==> src/rtl/mem_port_arbiter.sv <==
// Round-robin arbiter sharing one downstream memory port between instruction fetch (I)
// and the load-store queue (D); holds the winning request until the memory responds.
module mem_port_arbiter #(
  parameter int unsigned width = 32
) (
  input  logic                 clk,
  input  logic                 rst,
  input  logic                 flush,

  input  logic                 i_mem_read,
  input  logic [width-1:0]     i_mem_address,
  output logic                 i_mem_resp,
  output logic [width-1:0]     i_mem_rdata,

  input  logic                 d_mem_read,
  input  logic                 d_mem_write,
  input  logic [width/8-1:0]   d_mem_byte_enable,
  input  logic [width-1:0]     d_mem_address,
  input  logic [width-1:0]     d_mem_wdata,
  output logic                 d_mem_resp,
  output logic [width-1:0]     d_mem_rdata,

  output logic                 mem_read,
  output logic                 mem_write,
  output logic [width/8-1:0]   mem_byte_enable,
  output logic [width-1:0]     mem_address,
  output logic [width-1:0]     mem_wdata,
  input  logic                 mem_resp,
  input  logic [width-1:0]     mem_rdata
);

  typedef enum logic [1:0] {StIdle, StServeI, StServeD} state_e;

  localparam logic GrantI = 1'b0;
  localparam logic GrantD = 1'b1;

  state_e               state_q, state_d;
  logic                 last_grant_q, last_grant_d;
  logic                 i_drop_q, i_drop_d;
  logic                 read_q, read_d;
  logic                 write_q, write_d;
  logic [width/8-1:0]   be_q, be_d;
  logic [width-1:0]     addr_q, addr_d;
  logic [width-1:0]     wdata_q, wdata_d;

  logic i_req, d_req;

  assign i_req = i_mem_read & ~flush;
  assign d_req = d_mem_read | d_mem_write;

  always_ff @(posedge clk or posedge rst) begin
    if (rst) begin
      state_q      <= StIdle;
      last_grant_q <= GrantI;
      i_drop_q     <= 1'b0;
      read_q       <= 1'b0;
      write_q      <= 1'b0;
      be_q         <= '0;
      addr_q       <= '0;
      wdata_q      <= '0;
    end else begin
      state_q      <= state_d;
      last_grant_q <= last_grant_d;
      i_drop_q     <= i_drop_d;
      read_q       <= read_d;
      write_q      <= write_d;
      be_q         <= be_d;
      addr_q       <= addr_d;
      wdata_q      <= wdata_d;
    end
  end

  always_comb begin
    state_d      = state_q;
    last_grant_d = last_grant_q;
    i_drop_d     = i_drop_q;
    read_d       = read_q;
    write_d      = write_q;
    be_d         = be_q;
    addr_d       = addr_q;
    wdata_d      = wdata_q;

    unique case (state_q)
      StIdle: begin
        i_drop_d = 1'b0;
        // On a tie the side that did not win last time goes first.
        if (d_req && (!i_req || (last_grant_q == GrantI))) begin
          state_d      = StServeD;
          last_grant_d = GrantD;
          write_d      = d_mem_write;
          read_d       = ~d_mem_write;
          be_d         = d_mem_byte_enable;
          addr_d       = d_mem_address;
          wdata_d      = d_mem_wdata;
        end else if (i_req) begin
          state_d      = StServeI;
          last_grant_d = GrantI;
          read_d       = 1'b1;
          write_d      = 1'b0;
          be_d         = '1;
          addr_d       = i_mem_address;
          wdata_d      = '0;
        end
      end
      StServeI, StServeD: begin
        if (state_q == StServeI && flush) begin
          i_drop_d = 1'b1;
        end
        // Memory transactions are never aborted; only completion releases the port.
        if (mem_resp) begin
          state_d  = StIdle;
          i_drop_d = 1'b0;
          read_d   = 1'b0;
          write_d  = 1'b0;
          be_d     = '0;
          wdata_d  = '0;
        end
      end
      default: state_d = StIdle;
    endcase
  end

  assign i_mem_resp      = mem_resp & (state_q == StServeI) & ~flush & ~i_drop_q;
  assign d_mem_resp      = mem_resp & (state_q == StServeD);
  assign i_mem_rdata     = mem_rdata;
  assign d_mem_rdata     = mem_rdata;

  assign mem_read        = read_q;
  assign mem_write       = write_q;
  assign mem_byte_enable = be_q;
  assign mem_address     = addr_q;
  assign mem_wdata       = wdata_q;

endmodule
==> config.mk <==
export PLATFORM = sky130hd
export DESIGN_NAME = mem_port_arbiter
export DESIGN_NICKNAME = d
export VERILOG_FILES = /design/src/rtl/mem_port_arbiter.sv
export SDC_FILE = /design/constraint.sdc
export NUM_CORES = 1
export LEC_CHECK = 0
export BUFFER_PORTS_ARGS = -buffer_cell sky130_fd_sc_hd__buf_2
export CAP_MARGIN = 20
export CORE_ASPECT_RATIO = 0.8
export CORE_UTILIZATION = 25
export DETAILED_ROUTE_END_ITERATION = 12
export HOLD_SLACK_MARGIN = 0.08
export PLACE_DENSITY = 0.54
export SLEW_MARGIN = 20
export SYNTH_ARGS = -nofsm -noshare
export SYNTH_HDL_FRONTEND = slang
export SYNTH_SLANG_ARGS = --single-unit
==> constraint.sdc <==
create_clock -name clk -period 2.6 [get_ports clk]
set_clock_uncertainty 0.05 [all_clocks]
set_input_delay 0.26 -clock clk [delete_from_list [all_inputs] [get_ports clk]]
set_output_delay 0.26 -clock clk [all_outputs]
set_load 0.01 [all_outputs]
==> metrics.cfg <==
[run_status]
outcome = complete, no violations

[yosys]
yosysTopAreaCell = dfrtp_1
avgSynthCellArea_sq_um = 10.13
synth_edf_count = 0
synth.area.top_cells = dfrtp_1 (44%), buf_4 (12%), o221a_1 (8.7%)
synthTopCellsByCount = dfrtp_1 (74), buf_4 (64), o21ai_0 (61)
yosysMostFrequentCell = dfrtp_1
ys_ff_latch = 74
synth_seq_area_share_pct = 44.50
synth_cell_type_count = 35
yosysTopAreaCellShare_pct = 44.50
synthFlopType = dfrtp_1
synth-async-reset-ratio_pct = 100.0
synthCells = 411
yosys_warnings = 0
syn_nets = 553
netlist_area_sq_um = 4161

[die]
core_area_sq_um = 16010
die_w_um = 146.2
dieArea_sq_um = 17170
core.rowCount = 41
ios = 275
die_h_um = 117.4
initial_core_util_pct = 26.00

[placed_design]
portBuffers = 178
dp_hpwl_um = 8649
place_congestion = 0.7623

[job]
drv_cap = 0

[timing]
post-route-period-util_pct = 76.86
worst_pin_slew_ns = 0.9826
slew_headroom_pct = 34.25
setup-tns-final_ns = 0
slew_violations = 0
fmax_ghz = 0.5004
rsz0062_at_grt = false
min_period_ns = 1.998
finalHoldViolations = 0
setup_viol_count_final = 0

[global_routing]
grt_pass1_vias = 3620
grt_pass1_wl_um = 19660
gr-total-overflow = 0
antenna_found_initial = 0
grt_max_degree = 38
track_usage_pct = 14.70

[setup_path]
worstPathRequired_ns = 2.82
crit_arrival_ns = 2.22
reg2reg_slack_ns = 0.60
crit_fanout = 37
path_class = reg -> reg
crit_path_end_kind = flip-flop
worstSetupStartpointType = flip-flop

[layout]
fill_cells = 1709
multi_input_area_sq_um = 1525
n_antenna_cell = 0
nNetsFinal = 663
area_delta_synth_final_pct = 26.13
seq_area_sq_um = 1852
drive_above_1_share_pct = 40.30

[route]
via_count = 3540
via_per_inst = 4.777
wl_per_cell_um = 16.77
wirelength_um = 12430
drt_first_pass_iters = 4
drc = 0
drt_iter0_markers = 187
ant_nets = 0

[clocking]
cts_inserted_buffers = 9
ctsHtreeMaxLevel = 3
insertion_delay_ns = 0.34
post_cts_buffers = 0
path_clk_slew_ns = 0.06
cts.hold.buffers_added = 13
root_buffer = clkbuf_16
cts_tree = done
clock_sinks = 74
ctsResizeCount = 0
clockBufferDepth = 2

[pwr]
power_density_nw_per_um2 = 1175
irDropWorstVdd_v = 0.0004082
total_power_mw = 6.165
p_leak_nw = 2.587

[min_path]
hp-class = in -> reg

[worst max-delay path: stages, from the launching register on]
cell and delay, ns:
dfrtp_1 0.36, inv_1 0.08, ha_1 0.41, mux2i_1 0.27, a31o_1 0.16, buf_4 0.37
a22o_1 0.22
[logic make-up after synthesis]
logic type,share of synthesized area (%)
simple gates,3.157
flops,44.50
mux,0.5111
compound gates,31.57
buf+inv,19.36
fa+ha+maj,0.9021
[cell usage in the layout (no fill, tap or decap), drive strengths merged, types with 2 or more instances in the layout]
cell type / synthesis / routed
o221a: 32 / 32
ha: 3 / 3
nor3: 4 / 4
nor2: 2 / 2
o21ai: 65 / 65
clkinv: 0 / 5
buf: 83 / 190
o32ai: 2 / 2
a22o: 32 / 32
o2bb2ai: 6 / 6
bufinv: 0 / 3
dlygate4sd3: 0 / 13
clkbuf: 21 / 9
dfrtp: 74 / 74
and2: 2 / 2
inv: 36 / 35
nand2: 2 / 2
a22oi: 32 / 32
nor2b: 2 / 2
[path summary, 6_finish.rpt]
kind	endpoint	depth (start not counted)	startpoint
max	mem_wdata[23]	6	state_q[0]
min	mem_wdata[18]	2	d_mem_wdata[18]
max reg2reg	mem_wdata[23]	6	state_q[0]
min reg2reg	mem_wdata[31]	1	mem_wdata[31]
max in group asynchronous	mem_address[30]	4	rst
min in group asynchronous	mem_address[31]	3	rst
[report_power, final]
group	switching, mW	leakage, nW	internal [mW]
sequential	0.269	0.905	1.67
clock	0.492	0.169	0.937
combinational	1.54	1.51	1.25
[routing by layer]
layer	vias to the layer above	global-route usage (%)	part of all wire, %
met3	29	4.163	6.8
met2	133	23.63	47
met4	0	5.729	1.8
met5	-	0	0
met1	1720	18.54	44
li1	1658	-	-
[final cells by class]
| class | instances | area share [%] |
|---|---|---|
| clock buffers | 9 | 4.291 |
| repair buffers | 203 | 21.41 |
| multi-input cells | 197 | 29.06 |
| clock inverters | 7 | 2.241 |
| inverters | 36 | 2.598 |
| flip-flops and latches | 74 | 35.28 |
| well taps | 215 | 5.125 |
[state kept, by name (all words and copies together) (netlist names)]
name / count
i_drop_q: 1
mem_wdata: 32
mem_write: 1
last_grant_q: 1
mem_byte_enable: 4
state_q: 2
mem_read: 1
mem_address: 32
[through the flow]
stage	instances	setup slack, ns	utilization, %	cell area, sq um	hold slack, ns
detailed placement	712	0.5503	29.84	4776	0.2361
CTS	741	0.5966	32.79	5249	0.08017
floorplan	411	0.4084	-	4161	0.3425
global route	741	0.4691	32.79	5249	0.08355
global placement	712	0.5965	29.84	4776	0.2309
finish	741	0.6016	32.79	5249	0.09447
(Power assumes the default switching activity.)
